--- src/rtl/regfile_pkg.sv ---
// regfile_pkg: shared defaults plus the decode and popcount helpers for regfile_2r1w
package regfile_pkg;
    localparam int DEF_WIDTH = 16;
    localparam int DEF_NUM_REGS = 8;
    function automatic logic [31:0] addr_onehot(input logic [4:0] addr);
        return 32'h1 << addr;
    endfunction
    function automatic logic [5:0] popcount(input logic [31:0] v);
        logic [5:0] c;
        c = '0;
        for (int i = 0; i < 32; i++) c = c + 6'(v[i]);
        return c;
    endfunction
endpackage

--- src/rtl/regfile_entry.sv ---
// regfile_entry: one storage word with dirty flag; async active-low reset, sync clear over load
module regfile_entry #(
    parameter int WIDTH = 16
) (
    input  logic             clk,
    input  logic             reset_n,
    input  logic             clr,
    input  logic             ld,
    input  logic [WIDTH-1:0] d,
    output logic [WIDTH-1:0] q,
    output logic             dirty
);
    always_ff @(posedge clk or negedge reset_n) begin
        if (!reset_n) begin
            q <= '0;
            dirty <= 1'b0;
        end else if (clr) begin
            q <= '0;
            dirty <= 1'b0;
        end else if (ld) begin
            q <= d;
            dirty <= 1'b1;
        end
    end
endmodule

--- src/rtl/regfile_2r1w.sv ---
// regfile_2r1w: NUM_REGS x WIDTH register file, 1 sync write, 2 async reads, dirty tracking
// Optional macro REGFILE_BYPASS_EN forwards same-cycle write data to matching read ports.
module regfile_2r1w
    import regfile_pkg::*;
#(
    parameter int WIDTH = DEF_WIDTH,
    parameter int NUM_REGS = DEF_NUM_REGS,
    localparam int ADDR_W = $clog2(NUM_REGS)
) (
    input  logic                clk,
    input  logic                reset_n,
    input  logic                wr_en,
    input  logic [ADDR_W-1:0]   wr_addr,
    input  logic [WIDTH-1:0]    wr_data,
    input  logic                clr,
    input  logic [ADDR_W-1:0]   rd_addr_a,
    input  logic [ADDR_W-1:0]   rd_addr_b,
    output logic [WIDTH-1:0]    rd_data_a,
    output logic [WIDTH-1:0]    rd_data_b,
    output logic [NUM_REGS-1:0] dirty,
    output logic [ADDR_W:0]     wr_count
);
    logic [NUM_REGS-1:0] we;
    logic [WIDTH-1:0]    mem [NUM_REGS];

    // An unknown address yields an unknown load, which the entry's if() treats as no write
    assign we = NUM_REGS'(addr_onehot(5'(wr_addr))) & {NUM_REGS{wr_en}};

    for (genvar i = 0; i < NUM_REGS; i++) begin : g_ent
        regfile_entry #(.WIDTH(WIDTH)) u_ent (
            .clk     (clk),
            .reset_n (reset_n),
            .clr     (clr),
            .ld      (we[i]),
            .d       (wr_data),
            .q       (mem[i]),
            .dirty   (dirty[i])
        );
    end

    assign wr_count = (ADDR_W + 1)'(popcount(32'(dirty)));

`ifdef REGFILE_BYPASS_EN
    logic byp_a, byp_b;
    assign byp_a = wr_en && !clr && (rd_addr_a == wr_addr);
    assign byp_b = wr_en && !clr && (rd_addr_b == wr_addr);
    assign rd_data_a = byp_a ? wr_data : mem[rd_addr_a];
    assign rd_data_b = byp_b ? wr_data : mem[rd_addr_b];
`else
    assign rd_data_a = mem[rd_addr_a];
    assign rd_data_b = mem[rd_addr_b];
`endif
endmodule

--- config.mk ---
export PLATFORM = sky130hd
export DESIGN_NAME = regfile_2r1w
export DESIGN_NICKNAME = d
export VERILOG_FILES = /design/src/rtl/regfile_pkg.sv /design/src/rtl/regfile_entry.sv /design/src/rtl/regfile_2r1w.sv
export SDC_FILE = /design/constraint.sdc
export NUM_CORES = 1
export LEC_CHECK = 0
export ABC_CLOCK_PERIOD_IN_PS = 6700
export BUFFER_PORTS_ARGS = -buffer_cell sky130_fd_sc_hd__buf_2
export CORE_MARGIN = 5
export CORE_UTILIZATION = 55
export CTS_CLUSTER_SIZE = 24
export DETAILED_ROUTE_END_ITERATION = 10
export HOLD_SLACK_MARGIN = 0.12
export PLACE_DENSITY = 0.78
export SLEW_MARGIN = 20
export SYNTH_ARGS = -nofsm -noshare
export SYNTH_HDL_FRONTEND = slang
export SYNTH_SLANG_ARGS = --single-unit
--- constraint.sdc ---
create_clock -name clk -period 6.7 [get_ports clk]
set_clock_uncertainty 0.15 [all_clocks]
set_input_delay 0.67 -clock clk [delete_from_list [all_inputs] [get_ports clk]]
set_output_delay 0.67 -clock clk [all_outputs]
set_load 0.01 [all_outputs]
==> impl_metrics.toml, run 1 <==
[cts]
path_clk_slew_ns = 0.06
cts_root_buffer = "clkbuf_16"
clk_latency_ns = 0.43
htreeDepth = 4
cts_resized = 0
tritoncts = "done"
postCtsHoldBufs = 0
tritoncts.num_buffers = 17
cts_setup_buffers = 0
clock_path_buffers = 2
clock-sinks = 136

[worst_setup_path]
cp_cell_sequence = "fa_1 -> inv_1 -> fa_1 -> fa_1 -> inv_1 -> ha_1 -> inv_1 -> fa_1 -> xnor2_1 -> buf_2"
r2r_end = "g_ent[6].u_ent.dirty$_DFFE_PN0P_"
cp-start-kind = "flip-flop"
cpLargestDelayFamily = "adder cells"
crit_buf_inv = 4
cp_num_cells = 10
crit_slowest_cell = "fa_1"
reg2reg_setup_slack_ns = 5.79
criticalPathCategory = "flip-flop to output port"
critPathMaxFanout = 3
endpoint_kind = "output port"
regToRegStartpoint = "g_ent[6].u_ent.dirty$_DFFE_PN0P_"
critPathMostFrequentCell = "fa_1"
critPathRequiredTime_ns = 5.88
slowest_delay_ns = 0.54
worstPathArrival_ns = 3.38
r2r_cells = 2

[yosys]
muxShareOfSynthArea_pct = 25.3
ys_warn_count = 0
synth_compound_area_share_pct = 8.38
synth_xor_area_share_pct = 0.110
synthDistinctLibCells = 27
synth-simple-area-share_pct = 14.7
syn_inst = 753
synth_adder_area_share_pct = 1.48
ys_seq_elements = 136
synth_edf_count = 0
ys_seq_area_share_pct = 42.8
synthArstFlopShare_pct = 100
syn-num-nets = 789
synth_area_mm2 = 0.00794
synth_area_per_cell_um2 = 10.5
synth_top_family_by_area = "multiplexers"
ys.flop_type = "dfrtp_1"

[placement]
dp.cells = 927
place_congestion = 0.747
place_hpwl_um = 12100
numPortBuffers = 72

[die]
ios = 73
dieArea_mm2 = 0.0169
start_util_pct = 55.3
coreArea_mm2 = 0.0144
die_w_um = 130
die_h_um = 130
rows = 44

[status]
outcome = "finished clean"

[global_route]
grt_max_degree = 97
grt_overflow = 0
grt_usage_pct = 25.8
grt_pass1_vias = 5924
grt_pass1_wl_um = 32600
antenna_found_initial = 2

[drt]
routed_wl_um = 20900
dr.pass1.iters = 5
drtIter0Drc = 625
vias = 5949
wire_per_inst_um = 21.8
remaining_drc_errors = 0
ant_nets = 0
viasPerCell = 6.20

[timing]
tightest_slew_ns = 1.14
max_freq_ghz = 0.238
finalSetupTns_ns = 0
min_period_ns = 4.20
period_share_pct = 62.7
setup_viol = 0
maxSlewHeadroom_pct = 23.6
slew_violations = 0
hold_viol_final = 0
rsz0062_at_grt = "false"

[min_path]
hp-class = "primary input to asynchronous set/reset pin"

[cells_and_area]
fillers = 1167
syn_to_final_growth_pct = 8.82
fin_cells = 960
nNetsFinal = 798
drive_above_1_share_pct = 19.5

[power]
power.density_mw_per_mm2 = 223
p_leak_uw = 0.00401
peakVddDrop_mv = 0.186

[flow_run]
drv_cap = 0
## cells by family after synthesis
group           count (synthesis)
simple gates                  281
flops                         136
compound gates                133
buf+inv                        99
mux                            96
fa+ha+maj                       7
xor+xnor                        1
## synthesized netlist by cell type (4+ instances only)
cell      number  area share [%]
nand2_1      256              12
dfrtp_1      136              43
a21oi_1      133             8.4
mux4_1        56              19
mux2_2        32             4.5
buf_4         25             2.4
clkbuf_1      22             1.0
buf_2         21             1.3
inv_1         11            0.52
buf_6          9             1.3
mux4_2         8             2.3
nor2_1         8            0.38
buf_1          7            0.33
clkbuf_2       4            0.25
fa_1           4             1.0
## state kept, by name, indices dropped and copies added (netlist names)
name and count:
g_ent.u_ent.dirty 8, g_ent.u_ent.q 128
## power by group
part	internal, uW	leakage, uW	switching [uW]
clock network	546	0.000276	347
logic	65.0	0.00185	121
registers	839	0.00188	11.8
total	1450	0.00401	480
## cells in the final DEF (no fill, tap or decap), drive strengths merged
cell type and count:
nand2 256, dfrtp 136, a21oi 133, buf 78, mux4 64, mux2 32, clkbuf 24, inv 11
nor2 8, clkinv 5, fa 4, and4b 3, nand4b 3, nand4bb 3, ha 3, and4bb 2
clkinvlp 2, diode 1, xnor2 1, nor2b 1, and4 1, nand4 1, nor4b 1, or4b 1
nor4bb 1, bufinv 1
## through the flow
| stage | setup WS (ns) | hold slack [ns] | area (um2) | power (uW) | util [%] |
|---|---|---|---|---|---|
| CTS | 2.47 | 0.170 | 8640 | 1940 | 60.1 |
| detailed placement | 2.97 | 0.375 | 8080 | 1050 | 56.2 |
| floorplan | 3.11 | 0.224 | 7940 | 991 | - |
| finish | 2.50 | 0.153 | 8640 | 1930 | 60.2 |
| global route | 2.38 | 0.203 | 8640 | 1990 | 60.2 |
| global placement | 3.07 | 0.364 | 8080 | 1050 | 56.2 |
## worst max-delay path by stage
stage / end / start
final: wr_count[2] / g_ent[0].u_ent.dirty$_DFFE_PN0P_
after floorplan: wr_count[2] / g_ent[0].u_ent.dirty$_DFFE_PN0P_
after CTS: wr_count[2] / g_ent[0].u_ent.dirty$_DFFE_PN0P_
after global routing: wr_count[2] / g_ent[0].u_ent.dirty$_DFFE_PN0P_
after global placement: wr_count[2] / g_ent[0].u_ent.dirty$_DFFE_PN0P_
after detailed placement: wr_count[2] / g_ent[0].u_ent.dirty$_DFFE_PN0P_
## cell type report
cell class              instances  area, um2  area share, %
clock buffers                  24        492           5.69
multi-input cells             518       3990           46.2
clock inverters                 8       70.1          0.811
repair buffers                 78        414           4.79
inverters                      11       41.3          0.478
well taps                     184        230           2.66
flip-flops and latches        136       3400           39.4
diodes                          1       2.50         0.0290
## routing by layer
metal  routed length [um]  part of all wire, %  vias up  track usage (%)
met5                   13                0.062        -                0
met4                  544                  2.6        2             9.84
met3                 1890                  9.0       41             6.18
met2                10200                   49      282             41.2
met1                 8280                   40     2959             34.4
li1                     -                    -     2665                -
(Power assumes the default switching activity.)
==> run 2: changes to the inputs <==
--- a/config.mk
+++ b/config.mk
@@ -5,14 +5,14 @@
 export SDC_FILE = /design/constraint.sdc
 export NUM_CORES = 1
 export LEC_CHECK = 0
-export ABC_CLOCK_PERIOD_IN_PS = 6700
+export ABC_CLOCK_PERIOD_IN_PS = 3850
 export BUFFER_PORTS_ARGS = -buffer_cell sky130_fd_sc_hd__buf_2
 export CORE_MARGIN = 5
-export CORE_UTILIZATION = 55
+export CORE_UTILIZATION = 54
 export CTS_CLUSTER_SIZE = 24
 export DETAILED_ROUTE_END_ITERATION = 10
 export HOLD_SLACK_MARGIN = 0.12
-export PLACE_DENSITY = 0.78
+export PLACE_DENSITY = 0.79
 export SLEW_MARGIN = 20
 export SYNTH_ARGS = -nofsm -noshare
 export SYNTH_HDL_FRONTEND = slang
==> constraint.sdc (replaced) <==
create_clock -name clk -period 3.85 [get_ports clk]
set_clock_uncertainty 0.15 [all_clocks]
set_input_delay 0.385 -clock clk [delete_from_list [all_inputs] [get_ports clk]]
set_output_delay 0.385 -clock clk [all_outputs]
set_load 0.01 [all_outputs]
==> run 2 against run 1 <==
  * The flow now finishes with violations (setup timing)
  * Global-route usage shrank 0.61 points
  * Cell area up 3.1%
  * Critical path type unchanged
  * Sequential power is 74% higher
  * Core utilization rose by 1.4 points
  * Sequential cell count unchanged
==> impl_metrics.toml, run 2 (same netlist as run 1, synthesis figures left out) <==
[cells_and_area]
drive_above_1_share_pct = 20.6
final_common_cell = "nand2_1"
finish.utilization_pct = 61.6
reg_top3 = "g_ent.u_ent.q (128), g_ent.u_ent.dirty (8)"
largest_register_ffs = 128
top_register = "g_ent.u_ent.q"
nNetsFinal = 820
final_cell_mix = "nand2_1, dfrtp_1, a21oi_1, buf_2, mux4_1"
syn_to_final_growth_pct = 12.2
n_antenna_cell = 0

[die]
die_h_um = 131
dieArea_mm2 = 0.0172
die_w_um = 131
coreArea_mm2 = 0.0145
ios = 73
start_util_pct = 54.9
rows = 44

[status]
outcome = "finished, violations left"
violations = "setup timing"

[placement]
pre_cts_ws_ns = 0.456
place_congestion = 0.780
numPortBuffers = 72
place_hpwl_um = 12300

[cts]
htreeDepth = 4
path_clk_slew_ns = 0.05
cts_root_buffer = "clkbuf_16"
tritoncts.num_buffers = 17
clock-sinks = 136
clock_path_buffers = 2
tritoncts = "done"
clk_latency_ns = 0.42

[timing]
hold_viol_final = 0
min_period_ns = 3.85
rsz0062_at_grt = "true"
setup_viol = 1
layout_setup_ws_ns = -0.00199
tightest_slew_ns = 1.17
max_freq_ghz = 0.260
finalSetupTns_ns = -0.00199
period_share_pct = 100
slew_violations = 0
maxSlewHeadroom_pct = 21.5

[global_route]
grt_overflow = 0
grt_pass1_vias = 6256
antenna_found_initial = 0
grt_usage_pct = 25.1
grt_pass1_wl_um = 34200
grt_max_degree = 117

[drt]
routed_wl_um = 21500
dr.pass1.iters = 5
ant_nets = 0
remaining_drc_errors = 0
drtIter0Drc = 558
vias = 6149
viasPerCell = 6.27
wire_per_inst_um = 21.9

[min_path]
min_path_cells = 3
whs_endpoint = "g_ent[1].u_ent.q[1]$_DFFE_PN0P_"
hp-class = "primary input to flip-flop"
hp-start = "wr_data[1]"

[worst_setup_path]
regToRegStartpoint = "g_ent[2].u_ent.dirty$_DFFE_PN0P_"
reg2reg_setup_slack_ns = 2.95
criticalPathCategory = "flip-flop to output port"
worstPathArrival_ns = 3.32
critPathRequiredTime_ns = 3.31
r2r_cells = 2
crit_path_start = "g_ent[3].u_ent.dirty$_DFFE_PN0P_"
endpoint_kind = "output port"
critPathMaxFanout = 3
cp-start-kind = "flip-flop"
r2r_end = "g_ent[2].u_ent.dirty$_DFFE_PN0P_"

[flow_run]
drv_cap = 0

[power]
p_leak_uw = 0.00414
peakVddDrop_mv = 0.313
power_uw = 3560
power.density_mw_per_mm2 = 400
## run 2: layout make-up
type                            instances  area, um2
Clock buffer                           23        488
Clock inverter                          8        143
Fill cell                            1105       5560
Inverter                               11       41.3
Multi-Input combinational cell        518       4000
Sequential cell                       136       3400
Tap cell                              184        230
Timing Repair Buffer                  100        614
## run 2: critical path, stage by stage (launching register included)
cell and delay (ns):
dfrtp_1 0.41, fa_1 0.56, inv_2 0.04, fa_1 0.52, fa_1 0.42, inv_1 0.07, ha_2 0.18, inv_2 0.04
fa_2 0.51, inv_1 0.03, buf_2 0.12
## run 2: how the worst max path moves through the flow
stage,to
after floorplan,wr_count[2]
after global placement,wr_count[2]
after detailed placement,wr_count[2]
after CTS,wr_count[2]
after global routing,wr_count[1]
final,wr_count[1]
## run 2: metal layers
layer | up-vias | GRT usage, % | share of wire, %
li1 | 2701 | - | -
met1 | 3049 | 32.9 | 39
met2 | 340 | 40.3 | 49
met3 | 59 | 6.61 | 8.8
met4 | 0 | 10.3 | 2.7
met5 | - | 0 | 0
## run 2: power by group
group,switching (uW),internal [uW],total (uW),leakage [uW]
sequential,21.2,1460,1480,0.00188
clock,595,1140,1740,0.000309
combinational,214,126,341,0.00195
## run 2: metrics by stage
| step | instance area, um2 | hold slack [ns] | instances |
|---|---|---|---|
| final | 8910 | 0.135 | 980 |
| after global routing | 8910 | 0.140 | 980 |
| after CTS | 8910 | 0.122 | 980 |
| after detailed placement | 8150 | 0.375 | 936 |
| after global placement | 8150 | 0.365 | 936 |
| after floorplan | 7940 | -0.0606 | 753 |
## run 2: timing repair
action	CTS	global route
buffers inserted	0	0
setup endpoints to repair	0	2
endpoints found under the hold margin	167	0
hold buffers	13	0
gates resized for setup	0	4
==> run 3: changes to the inputs <==
--- a/config.mk
+++ b/config.mk
@@ -5,14 +5,17 @@
 export SDC_FILE = /design/constraint.sdc
 export NUM_CORES = 1
 export LEC_CHECK = 0
+export ABC_AREA = 1
 export ABC_CLOCK_PERIOD_IN_PS = 3850
 export BUFFER_PORTS_ARGS = -buffer_cell sky130_fd_sc_hd__buf_2
 export CORE_MARGIN = 5
-export CORE_UTILIZATION = 54
+export CORE_UTILIZATION = 55
 export CTS_CLUSTER_SIZE = 24
 export DETAILED_ROUTE_END_ITERATION = 10
+export GPL_ROUTABILITY_DRIVEN = 0
 export HOLD_SLACK_MARGIN = 0.12
-export PLACE_DENSITY = 0.79
+export PLACE_DENSITY = 0.8
+export REMOVE_ABC_BUFFERS = 1
 export SLEW_MARGIN = 20
 export SYNTH_ARGS = -nofsm -noshare
 export SYNTH_HDL_FRONTEND = slang
==> run 3 against run 2 <==
  * The run now ends clean
  * Critical path depth unchanged
  * Sequential share of layout area decreased by 2.6 points
  * Wire length increased by 10%
  * Via count increased by 31%
  * Total power increased by 16%
  * Register-to-register slack got worse by 0.03 ns
  * Count of clock-buffer cells in the layout increased by 2
  * Cell count increased by 53%
  * Cell area increased by 7.2%
  * Area after synthesis increased by 11%
  * Sequential power increased by 5%
  * Highest routed layer unchanged
==> impl_metrics.toml, run 3 <==
[global_route]
grt_usage_pct = 26.7
grt_overflow = 0
antenna_found_initial = 0
grt_pass1_wl_um = 38500
grt_pass1_vias = 7491
grt_max_degree = 110

[yosys]
synth_edf_count = 0
synthDistinctLibCells = 24
synth_top_area_share_pct = 38.8
synthArstFlopShare_pct = 100
synth_top_area_cell = "dfrtp_1"
ys_warn_count = 0
ys_seq_area_share_pct = 38.8
ys.flop_type = "dfrtp_1"
synth_area_per_cell_um2 = 7.05
synth_area_mm2 = 0.00878
yosysMostFrequentCell = "nand2_1"
syn_inst = 1245
synth_area_leaders = "dfrtp_1, nand2_1, nand3_1, inv_1, o21ai_2"
ys_seq_elements = 136
synthTopCellsByCount = "nand2_1, inv_1, dfrtp_1"

[worst_setup_path]
critPathRequiredTime_ns = 3.31
critPathMaxFanout = 2
cp-start-kind = "flip-flop"
endpoint_kind = "output port"
reg2reg_setup_slack_ns = 2.92
criticalPathCategory = "flip-flop to output port"
worstPathArrival_ns = 3.29

[die]
ios = 73
dieArea_mm2 = 0.0186
die_h_um = 136
rows = 46
die_w_um = 136
coreArea_mm2 = 0.0158
start_util_pct = 55.7

[drt]
remaining_drc_errors = 0
routed_wl_um = 23700
viasPerCell = 5.36
drtIter0Drc = 795
wire_per_inst_um = 15.8
dr.pass1.iters = 5
vias = 8038
ant_nets = 0

[placement]
numPortBuffers = 72
place_hpwl_um = 13400

[timing]
hold_viol_final = 0
tightest_slew_ns = 1.08
slew_violations = 0
max_freq_ghz = 0.262
hold_ws_ns = 0.165
min_period_ns = 3.82
finalSetupTns_ns = 0
maxSlewHeadroom_pct = 28.1
setup_viol = 0
rsz0062_at_grt = "true"
period_share_pct = 99.2

[cells_and_area]
largest_register_ffs = 128
n_antenna_cell = 0
syn_to_final_growth_pct = 8.82
final_common_cell = "nand2_1"
fillers = 1473
final_cell_mix = "nand2_1, inv_1, dfrtp_1, nand3_1, o21ai_2"
drive_above_1_share_pct = 17.8
finish.utilization_pct = 60.6
reg_top3 = "g_ent.u_ent.q (128), g_ent.u_ent.dirty (8)"
nNetsFinal = 1307
top_register = "g_ent.u_ent.q"

[cts]
clk_latency_ns = 0.43
clock_path_buffers = 2
path_clk_slew_ns = 0.06
htreeDepth = 4
tritoncts.num_buffers = 17
tritoncts = "done"
clock-sinks = 136
cts_root_buffer = "clkbuf_16"

[power]
power_uw = 4140
peakVddDrop_mv = 0.384
p_leak_uw = 0.00530
power.density_mw_per_mm2 = 433

[status]
outcome = "finished clean"

[flow_run]
drv_cap = 0

[min_path]
hp-class = "primary input to flip-flop"
-- run 3: cell types whose count changed after synthesis, sizes merged, moves of 12 or more --
cell,before,now
mux4,64,0
mux2,32,0
nand3,0,129
nor2,8,20
o21ai,0,128
buf,62,80
inv,11,171
nand2,256,564
clkbuf,26,0
a21oi,133,8
-- run 3: cell type report --
type / count / area, um2 / area share, %
clock inverters: 7 / 138 / 1.44
flip-flops and latches: 136 / 3400 / 35.6
well taps: 216 / 270 / 2.83
multi-input cells: 857 / 4090 / 42.8
clock buffers: 25 / 505 / 5.29
repair buffers: 87 / 490 / 5.13
inverters: 172 / 654 / 6.85
-- run 3: logic make-up (layout without fill, tap and decap cells) --
kind of cell	count (synthesis)	after routing	share of synthesized area [%]
buffers and inverters	252	291	14.8
adder cells (fa/ha/maj)	7	7	1.34
AO/OA/AOI/OAI	136	136	10.8
flip-flops	136	136	38.8
AND/OR/NAND/NOR	713	713	34.2
XOR/XNOR	1	1	0.0998
-- run 3: repair_timing --
action / 4_1_cts / 5_1_grt
hold endpoints to repair: 107 / 0
pin swaps: 5 / 3
resized for setup: 4 / 3
setup endpoints to repair: 2 / 2
setup buffers: 1 / 0
hold buffers: 1 / 0
-- run 3: where the power goes --
group / total, uW / leakage [uW] / switching (uW) / internal [uW]
clock: 1780 / 0.000313 / 612 / 1170
combinational: 794 / 0.00320 / 552 / 242
sequential: 1560 / 0.00179 / 28.7 / 1530
total: 4140 / 0.00530 / 1190 / 2950
-- run 3: worst paths after layout --
kind | start | end | cells after the start
worst max-delay path | g_ent[1].u_ent.dirty$_DFFE_PN0P_ | wr_count[1] | 10
worst min-delay path | wr_addr[2] | g_ent[1].u_ent.dirty$_DFFE_PN0P_ | 4
worst max register to register | g_ent[1].u_ent.dirty$_DFFE_PN0P_ | g_ent[1].u_ent.dirty$_DFFE_PN0P_ | 3
worst min register to register | g_ent[4].u_ent.q[13]$_DFFE_PN0P_ | g_ent[4].u_ent.q[13]$_DFFE_PN0P_ | 2
max in group asynchronous | reset_n | g_ent[1].u_ent.q[5]$_DFFE_PN0P_ | 3
min in group asynchronous | reset_n | g_ent[6].u_ent.q[1]$_DFFE_PN0P_ | 2
-- run 3: worst max-delay path: stages (launching register included) --
cell and delay, ns:
dfrtp_1 0.40, fa_1 0.55, inv_2 0.04, fa_1 0.49, fa_1 0.41, inv_1 0.08
ha_2 0.18, inv_2 0.04, fa_2 0.52, inv_2 0.03, buf_6 0.11
-- run 3: metrics by stage --
step | worst slack, ns | instances | instance area [um2]
3_5_place_dp | 0.377 | 1466 | 8870
3_3_place_gp | 0.465 | 1466 | 8870
5_1_grt | -0.0800 | 1500 | 9550
6_report | 0.0299 | 1500 | 9550
4_1_cts | -0.0438 | 1500 | 9540
2_1_floorplan | 0.508 | 1165 | 8140
-- run 3: metal layers --
metal | track usage (%) | wire (um) | vias up
met5 | 0 | 0 | -
met4 | 11.1 | 744 | 0
met3 | 4.74 | 2090 | 73
met2 | 43.5 | 11400 | 398
met1 | 35.1 | 9530 | 3727
li1 | - | - | 3840
